**config.mk**
```make
export PLATFORM = sky130hd
export DESIGN_NAME = branch_resolution_unit
export DESIGN_NICKNAME = d
export VERILOG_FILES = /design/src/rtl/branch_resolution_unit.sv
export SDC_FILE = /design/constraint.sdc
export NUM_CORES = 1
export LEC_CHECK = 0
export BUFFER_PORTS_ARGS = -buffer_cell sky130_fd_sc_hd__buf_4
export CAP_MARGIN = 40
export CORE_ASPECT_RATIO = 1.75
export CORE_MARGIN = 1
export CORE_UTILIZATION = 43
export DETAILED_ROUTE_END_ITERATION = 10
export PLACE_DENSITY = 0.67
export SLEW_MARGIN = 25
export SYNTH_ARGS = -nofsm -noshare
export SYNTH_HDL_FRONTEND = slang
export SYNTH_SLANG_ARGS = --single-unit
```
**constraint.sdc**
```tcl
create_clock -name clk -period 3.25 [get_ports clk]
set_input_delay 0.975 -clock clk [delete_from_list [all_inputs] [get_ports clk]]
set_output_delay 0.975 -clock clk [all_outputs]
set_load 0.1 [all_outputs]
```
**src/rtl/branch_resolution_unit.sv**
```systemverilog
// Branch resolution unit: in-order queue of predicted branches. The oldest entry is
// resolved against the actual outcome. Each resolve produces a predictor update pulse.
// A mispredict also produces a flush with the corrected fetch PC.
module branch_resolution_unit #(
    parameter int unsigned PC_W  = 8,
    parameter int unsigned DEPTH = 4,
    parameter int unsigned CNT_W = 16
) (
    input  logic                         clk,
    input  logic                         reset,
    input  logic                         push_valid,
    input  logic [PC_W-1:0]              push_pc,
    input  logic                         push_pred,
    input  logic [PC_W-1:0]              push_target,
    output logic                         push_ready,
    input  logic                         resolve_valid,
    input  logic                         resolve_taken,
    input  logic [PC_W-1:0]              resolve_target,
    output logic                         upd_branch,
    output logic [PC_W-1:0]              upd_pc,
    output logic                         upd_taken,
    output logic                         flush,
    output logic [PC_W-1:0]              redirect_pc,
    output logic [$clog2(DEPTH+1)-1:0]   occupancy,
    output logic [CNT_W-1:0]             mispred_cnt,
    output logic                         err_underflow
);

    localparam int unsigned AW    = (DEPTH > 1) ? $clog2(DEPTH) : 1;
    localparam int unsigned OCC_W = $clog2(DEPTH + 1);
    localparam logic [OCC_W-1:0] L_FULL    = OCC_W'(DEPTH);
    localparam logic [CNT_W-1:0] L_CNT_MAX = {CNT_W{1'b1}};

    // Queue storage: predicted branch payload per slot
    logic [PC_W-1:0]  r_q_pc     [DEPTH];
    logic             r_q_pred   [DEPTH];
    logic [PC_W-1:0]  r_q_target [DEPTH];

    logic [AW-1:0]    r_wr_ptr;
    logic [AW-1:0]    r_rd_ptr;
    logic [OCC_W-1:0] r_occ;

    logic             r_upd_branch;
    logic [PC_W-1:0]  r_upd_pc;
    logic             r_upd_taken;
    logic             r_flush;
    logic [PC_W-1:0]  r_redirect_pc;
    logic [CNT_W-1:0] r_mispred_cnt;
    logic             r_err_underflow;

    logic             w_push_ready;
    logic             w_push_fire;
    logic             w_res_fire;
    logic             w_res_empty;
    logic [PC_W-1:0]  w_head_pc;
    logic             w_head_pred;
    logic [PC_W-1:0]  w_head_target;
    logic             w_mispred;
    logic             w_mispred_fire;
    logic [PC_W-1:0]  w_redirect;

    // Handshake and resolve qualification; no push into a flush cycle or a full queue
    always_comb begin
        w_push_ready   = (r_occ < L_FULL) & ~r_flush;
        w_push_fire    = push_valid & w_push_ready;
        w_res_fire     = resolve_valid & (r_occ != '0);
        w_res_empty    = resolve_valid & (r_occ == '0);
        w_head_pc      = r_q_pc[r_rd_ptr];
        w_head_pred    = r_q_pred[r_rd_ptr];
        w_head_target  = r_q_target[r_rd_ptr];
        w_mispred      = (resolve_taken != w_head_pred) |
                         (resolve_taken & w_head_pred & (resolve_target != w_head_target));
        w_mispred_fire = w_res_fire & w_mispred;
        w_redirect     = resolve_taken ? resolve_target : PC_W'(w_head_pc + PC_W'(1));
    end

    // Payload write; a push alongside a mispredict is wrong-path and dropped
    always_ff @(posedge clk) begin
        if (w_push_fire && !w_mispred_fire) begin
            r_q_pc[r_wr_ptr]     <= push_pc;
            r_q_pred[r_wr_ptr]   <= push_pred;
            r_q_target[r_wr_ptr] <= push_target;
        end
    end

    // Pointers and occupancy; mispredict empties the whole queue
    always_ff @(posedge clk or negedge reset) begin
        if (!reset) begin
            r_wr_ptr <= '0;
            r_rd_ptr <= '0;
            r_occ    <= '0;
        end else if (w_mispred_fire) begin
            r_wr_ptr <= '0;
            r_rd_ptr <= '0;
            r_occ    <= '0;
        end else begin
            if (w_push_fire) begin
                r_wr_ptr <= AW'(r_wr_ptr + AW'(1));
            end
            if (w_res_fire) begin
                r_rd_ptr <= AW'(r_rd_ptr + AW'(1));
            end
            case ({w_push_fire, w_res_fire})
                2'b10:   r_occ <= OCC_W'(r_occ + OCC_W'(1));
                2'b01:   r_occ <= OCC_W'(r_occ - OCC_W'(1));
                default: r_occ <= r_occ;
            endcase
        end
    end

    // Predictor update pulse, one cycle after each resolve
    always_ff @(posedge clk or negedge reset) begin
        if (!reset) begin
            r_upd_branch <= 1'b0;
            r_upd_pc     <= '0;
            r_upd_taken  <= 1'b0;
        end else begin
            r_upd_branch <= w_res_fire;
            if (w_res_fire) begin
                r_upd_pc    <= w_head_pc;
                r_upd_taken <= resolve_taken;
            end
        end
    end

    // Flush pulse, redirect target and saturating mispredict statistic
    always_ff @(posedge clk or negedge reset) begin
        if (!reset) begin
            r_flush       <= 1'b0;
            r_redirect_pc <= '0;
            r_mispred_cnt <= '0;
        end else begin
            r_flush <= w_mispred_fire;
            if (w_mispred_fire) begin
                r_redirect_pc <= w_redirect;
                if (r_mispred_cnt != L_CNT_MAX) begin
                    r_mispred_cnt <= CNT_W'(r_mispred_cnt + CNT_W'(1));
                end
            end
        end
    end

    // Sticky underflow flag, cleared only by reset
    always_ff @(posedge clk or negedge reset) begin
        if (!reset) begin
            r_err_underflow <= 1'b0;
        end else if (w_res_empty) begin
            r_err_underflow <= 1'b1;
        end
    end

    assign push_ready    = w_push_ready;
    assign upd_branch    = r_upd_branch;
    assign upd_pc        = r_upd_pc;
    assign upd_taken     = r_upd_taken;
    assign flush         = r_flush;
    assign redirect_pc   = r_redirect_pc;
    assign occupancy     = r_occ;
    assign mispred_cnt   = r_mispred_cnt;
    assign err_underflow = r_err_underflow;

endmodule
```
==> results.txt, run 1 <==
The run finished with clean final reports. Setup repair after global routing left no endpoint under its margin. The clock arrives with slightly above 0.008 ns of skew. The final critical delay including setup and external delays is about 2.8 ns. The number of nets in the synthesized netlist is roughly 360.

The die outline area came out at about 11000 um2. The number of buffers inserted during clock tree synthesis is 9. Data on the critical path arrives at its endpoint at ~2.8 ns. The peak ir drop on the vdd network is approximately 0.75 mV.

The launching instance or port of the critical path is r_rd_ptr[0]. For this run, the post-layout net count is roughly 440. The final setup TNS is 0 ns.

The mean instance size in the synthesized netlist is ~15 um2. In the finished design, the share of the clock period the worst path needs comes to 0.856. The post-CTS resize count is 0.

The setup slack on the worst flop-to-flop path came out at 0.47 ns. The most used flip-flop cell after synthesis is edfxtp_1. The DRC violations left is 0. The initial utilization of the core area, before any placement, comes to 0.442. The yosys synthesis warning count is 0. For this run, the total global-route usage over all layers was measured as 0.176. After clock tree synthesis, the clock-pin slew on the worst setup and hold paths is about 0.080 ns.

The final count of hold timing violations came out at 0. In the final layout, the multi-input gates occupy about 1500 um2. The number of antenna violations at the first check in global routing is 0. The highest achievable clock rate is approximately 360 MHz. After floorplanning, the core was sized to cover 10700 um2. Of all nets on the critical path, the largest fanout is 17. Of the total power, combinational logic draws 0.477. The number of cell rows came out at 50. The average wire length per cell after detail routing came out at between 15 and 20 um. Counting every sink on the clock net gives approximately 110.

Summed over all layers, the global routing overflow is 0. STA classifies the critical path endpoint as a flop. During placement, the flow inserted port buffers numbering 69. The post-CTS setup buffer count is 0. Compared with the post-synthesis result, the final layout area differs by 22.1%. The clock network fraction of total power came out at 0.179. The clock reaches the later pin of the worst-skew pair after around 0.35 ns. The via count of the first global-routing pass came out at around 2900. At the pin with the least slew margin, the transition time is 0.589 ns. The routed layout has 2775 vias. The tree is rooted in a clkbuf_16. The total I/O pin count came out at 70. The iteration-0 DRC count of the detailed router came out at between 100 and 150. The depth of the worst register-to-register path is 8. The iteration count of the initial detailed-routing pass is 4. For the worst setup path, the data required time is between 3 and 4 ns. The switching part of the total is 0.460. The largest buffer count on any clock path came out at 2. The worst register-to-register path ends at r_q_pc[0][0]. The number of vias per cell after detailed routing came out at 5.19. The final setup violation count is 0. The number of antenna repair diodes is 0. Cell internal power was estimated by the tool at 3.15 mW. The number of buffers added to fix hold violations after cts came out at 0. Once detail routing completed, the nets flagged for antenna violations numbered 0. The detailed-route wire length is 9200 um.

The library cells used most frequently in the layout, excluding fill and tap cells, are buf_4 (76), edfxtp_1 (68), nand2_1 (53), dfrtp_1 (43), xor2_1 (17). The horizontal extent of the die is 81.3 um. The share of the Yosys chip area taken by registers is 0.659. The kind of start point of the critical path is a flop. For this design the ratio of total power to cell area is ~1000 nW/um2.

The commonest non-fill, non-tap cell in the layout is buf_4. The pin count of the biggest net entering global routing is 44. The leakage dissipation came out at about 2.4 nW.

Detailed placement finished with a half-perimeter wire length of 6740 um. Synthesis instantiated 39 different standard cells from the library. The path class of the tightest hold or removal check is flop to flop. The fraction of final layout cells sized beyond drive strength 1 is 0.296. TritonCTS built the clock tree.

The final number of max-transition violations is 0. Counting flops and latches in the post-synthesis netlist gives between 100 and 150. The worst setup path is of the flop to flop kind.

The async set or reset register ratio after synthesis came out at 0.387. The final-layout fill cell count came out at about 900. The level count of the clock H-tree came out at 3.

In the synthesized netlist, the number of instances is approximately 320. Following the worst setup path forward leads to its endpoint at r_q_pc[0][0]. The beginning of the worst register-to-register path is r_rd_ptr[0].

The weighted congestion at the end of routability-driven global placement came out at around 0.8. The share of the core filled with cells is 0.540. The die is approximately 140 um tall.

The cell area after synthesis is between 4000 and 5000 um2. The analysis attributes to net switching a power of about 2.7 mW. Across the run, the number of max-cap violations was 0. The number of synthesized flops with an enable pin is 68. The global-route wire length before repair is roughly 14000 um. The sequential cells in the finished layout cover a total of ~3100 um2. Headroom to the max-slew limit came out at 0.608.

The register share of total power is 0.344.
## cells in the mapped netlist (2+ instances only)
cell / number / area [um2]
xnor2_1: 15 / 131
nor3b_2: 4 / 50.1
nor2_1: 16 / 60.1
nand2_1: 53 / 199
xor2_1: 17 / 149
nor3_1: 7 / 35.0
a31oi_1: 2 / 12.5
dfrtp_1: 43 / 1080
inv_1: 4 / 15.0
mux4_2: 16 / 360
buf_4: 3 / 22.5
nand3_1: 5 / 25.0
mux2_1: 10 / 113
and3_1: 8 / 50.1
and2_1: 2 / 12.5
nand4_1: 5 / 31.3
mux2i_1: 2 / 20.0
o21ai_0: 7 / 35.0
nor2b_1: 3 / 18.8
buf_2: 2 / 10.0
edfxtp_1: 68 / 2040
ha_1: 8 / 100
clkbuf_1: 2 / 7.51
## cell families (layout without fill, tap and decap cells)
group | Yosys count | count (layout) | share of synthesized area
flip-flops | 111 | 111 | 0.659
AND/OR/NAND/NOR | 109 | 109 | 0.111
XOR/XNOR | 32 | 32 | 0.0593
multiplexers | 30 | 30 | 0.112
AO/OA/AOI/OAI | 14 | 14 | 0.0180
buffers and inverters | 13 | 100 | 0.0148
adder cells (fa/ha/maj) | 9 | 9 | 0.0254
## worst min path at each step
stage / start / to / slack (ns) / depth (start not counted)
global route: err_underflow / err_underflow / 0.49 / 1
floorplan: r_wr_ptr[1] / r_wr_ptr[1] / 0.54 / 2
CTS: err_underflow / err_underflow / 0.47 / 1
global placement: err_underflow / err_underflow / 0.45 / 1
finish: err_underflow / err_underflow / 0.47 / 1
detailed placement: err_underflow / err_underflow / 0.46 / 1
## layout make-up
| cell class | count | share of cell area |
|---|---|---|
| clock inverters | 6 | 0.00888 |
| flip-flops and latches | 111 | 0.540 |
| clock buffers | 10 | 0.0396 |
| inverters | 4 | 0.00260 |
| multi-input cells | 194 | 0.268 |
| repair buffers | 80 | 0.113 |
| well taps | 130 | 0.0282 |
## metrics by stage
step | hold WS (ns) | std cells | worst slack [ns] | instance area [um2] | power, mW
global placement | 0.446 | 519 | 0.502 | 5500 | 4.83
finish | 0.465 | 535 | 0.467 | 5780 | 5.85
detailed placement | 0.461 | 519 | 0.488 | 5500 | 4.86
CTS | 0.474 | 535 | 0.461 | 5780 | 5.91
global route | 0.491 | 535 | 0.230 | 5780 | 6.11
floorplan | 0.543 | 318 | 0.0305 | 4740 | 4.17
## routing by layer
metal  track usage  vias to the layer above  share of wire
met5             0                        -              0
met4        0.0940                        0          0.025
met3        0.0233                       14          0.030
met2         0.321                       62           0.57
met1         0.189                     1380           0.37
li1              -                     1319              -
## sequential cells by signal, indices dropped and copies added, names as in the netlist
name           flops
r_q_pc            32
r_q_target        32
mispred_cnt       16
redirect_pc        8
upd_pc             8
r_q_pred           4
occupancy          3
r_rd_ptr           2
r_wr_ptr           2
err_underflow      1
flush              1
upd_branch         1
upd_taken          1
## power by group through the flow
| stage | Combinational, mW | Clock (mW) | Sequential (mW) |
|---|---|---|---|
| 2_1_floorplan | 1.01 | 0 | 3.15 |
| 4_1_cts | 2.83 | 1.07 | 2.01 |
| 3_3_place_gp | 2.80 | 0 | 2.03 |
| 6_report | 2.79 | 1.05 | 2.01 |
| 5_1_grt | 2.96 | 1.12 | 2.04 |
| 3_5_place_dp | 2.82 | 0 | 2.04 |
## critical path, stage by stage (launching register included)
cell and delay, ns:
dfrtp_1 0.45, buf_12 0.22, mux4_1 0.58, xnor2_1 0.15
nand4_1 0.17, o21ai_1 0.25, nand2_2 0.15, nor3b_2 0.20
buf_4 0.29
Note: power is estimated with default switching activity, not from simulation.
==> run 2, diff against run 1 <==
clock period = 2.3 ns   (was 3.25 ns; I/O delays follow)
==> run 2 against run 1 <==
Global-route usage increased by 2.1 points. Clock-buffer cell count up 2. Sequential power up 43%. Critical path depth increased by 1. Final cell count up 4.9%. Routed wire length rose by 15%. Total power rose by 54%. The flow now finishes with violations (setup timing). Cell area is 10% higher. Register-to-register slack worse by 0.72 ns. Via count up 6.4%. Worst hold slack got worse by 0.13 ns.
==> results.txt, run 2 (same netlist as run 1, synthesis figures left out) <==
The flow ran to the end, but the final reports show violations. The final reports fail on setup timing. The worst setup path is launched from a flop.

The DRC violations left came out at 0 (unchanged). The transition time at the pin with the least slew margin came out at 0.567 ns (-0.0220 ns). The worst slack on hold paths is 0.336 ns (-0.129 ns).

TritonCTS built the clock tree. The final setup skew is 0.00728 ns (-0.000859 ns). The total I/O pin count came out at 70 (unchanged).

The tightest min-delay check is of the input pin to asynchronous set/reset pin type. The largest fanout on the critical path is 8 (-9). The final number of max-transition violations came out at 0 (unchanged).

In the layout the commonest cells are buf_4 (88), edfxtp_1 (68), nand2_1 (50), dfrtp_1 (35), xor2_1 (17). The power after layout is 9.01 mW (+54%). The routed via count was 2953 (+6.4%). The number of antenna repair diodes is 0 (unchanged). The highest achievable clock rate was 392 MHz (+9.2%).

The leakage dissipation is 2.61 nW (+9.1%). The iteration count of the initial detailed-routing pass is 4 (unchanged). The weighted congestion at the end of routability-driven global placement came out at 0.779 (-3.6%). The data required time at the worst endpoint came out at 2.36 ns (-0.93 ns). The via count of the first global-routing pass came to 3037 (+4.1%). The leftover overflow at the end of global routing came to 0 (unchanged). The floorplan die height was 141 um (unchanged). The worst setup path is of the flop to flop kind. The total of max-cap violations came out at 0 (unchanged). The critical path endpoint category is a flop. The final setup slack of the worst path was -0.249 ns (-0.716 ns). The total power density per cell area is 1410 nW/um2 (+40%).

The headroom to the max-slew limit is 0.622 (+0.0147). The number of cell rows was 50 (unchanged). The detailed-route wire length came out at 10600 um (+15%). The latest clock arrival within the worst-skew pair is 0.34 ns (about the same). The number of sinks driven by the clock tree is 111 (unchanged). The effective utilization at floorplan was 0.442 (unchanged). The half-perimeter wire length after placement is 7490 um (+11%). The number of nets with antenna violations after routing is 0 (unchanged). The number of antenna violations at the first check in global routing was 0 (unchanged). The placed instance area came out at 5780 um2 (+5.2%).

The final setup violation count is 93 (+93). Setup repair after global routing could not meet its margin everywhere. The level count of the clock H-tree came out at 3 (unchanged). The placeable core region came to 10700 um2 (unchanged). The final critical-path share of the clock period came to 1.11 (+0.252). The average wire length per cell after detail routing came to 18.9 um (+9.6%). The number of vias per cell after detailed routing came out at 5.26 (+1.5%). The clock-pin slew on the worst setup and hold paths is 0.07 ns (about the same). The peak ir drop on the vdd network came to 1.06 mV (+41%). The die outline area came to 11400 um2 (unchanged). The post-route standard cell area excluding fillers is 6360 um2 (+10%). The tree is rooted in a clkbuf_16.

The final critical delay including setup and external delays is 2.55 ns (-0.234 ns). The global-route usage over all layers came out at 0.197 (+0.0207). The number of buffer cells added on primary ports was 69 (unchanged). The iteration-0 DRC count of the detailed router is 142 (-1.4%). The fraction of final layout cells sized beyond drive strength 1 is 0.420 (+0.124). The commonest non-fill, non-tap cell in the layout is buf_4.

The pin count of the biggest net entering global routing is 44 (unchanged). The horizontal extent of the die came out at 81.3 um (unchanged). The number of buffers added to fix hold violations after cts came out at 0 (unchanged). Relative to the synthesized area, the layout overhead comes to 34.6%. The global-route wire length before repair came out at 16000 um (+11%). The number of buffers inserted during clock tree synthesis came out at 9 (unchanged). The data arrival time of the worst path is 2.61 ns (-0.21 ns).

The count of nets after finishing was 465 (+5.9%). The largest buffer count on any clock path came out at 2 (unchanged). The final count of hold timing violations came out at 0 (unchanged).
run 2: cell types whose count changed in the layout (fill, tap and decap cells not counted), sizes merged:
cell    change
inv         -3
buf        +24
bufinv      +2
clkinv      -1
clkbuf      +4
run 2: worst max-delay path: stages, from the launching register on:
cell and delay, ns:
dfrtp_2 0.41, buf_12 0.14, mux4_2 0.50, xnor2_1 0.16, nand4_1 0.20, o21ai_4 0.23, nand2_4 0.12, nor3b_4 0.19
buf_6 0.16, clkbuf_16 0.16
run 2: final cells by class:
type                       count  area [um2]
inverter                       4        15.0
tap                          130         163
timing repair buffer         106         952
multi-input combinational    194        1790
clock inverter                 4        77.6
clock buffer                  12         236
fill                         827        4330
sequential                   111        3130
run 2: power by group:
part / internal [mW] / switching, mW / total (mW)
Sequential: 2.58 / 0.292 / 2.87
Clock: 0.962 / 0.680 / 1.64
Combinational: 1.50 / 2.99 / 4.49
run 2: through the flow:
step           setup WS (ns)  setup TNS, ns   util  instances
5_1_grt               -0.353         -25.16  0.595        561
3_5_place_dp          -0.249         -19.31  0.540        537
6_report              -0.249         -16.54  0.595        561
3_3_place_gp          -0.187         -14.91  0.540        537
2_1_floorplan         -0.525         -39.03      -        318
4_1_cts               -0.226         -16.74  0.578        554
run 2: final timing paths:
path	startpoint	endpoint	slack [ns]	cells past startpoint
max	r_rd_ptr[0]	r_q_pc[3][5]	-0.25	9
min	reset	redirect_pc[1]	0.34	1
max reg2reg	r_rd_ptr[0]	r_q_pc[3][5]	-0.25	9
min reg2reg	err_underflow	err_underflow	0.47	1
max in group asynchronous	reset	flush	1.52	1
min in group clk	err_underflow	err_underflow	0.47	1
run 2: timing repair:
item                       4_1_cts  5_1_grt
cloned                           0        2
setup endpoints to repair       93       97
buffers inserted                 1        5
pin swaps                        9        6
resized for setup               22       18
run 2: routing by layer:
layer	vias to the layer above	global-route usage	share of wire
met3	14	0.0317	0.028
li1	1373	-	-
met5	-	0	0
met2	66	0.360	0.58
met4	0	0.0836	0.020
met1	1500	0.217	0.37
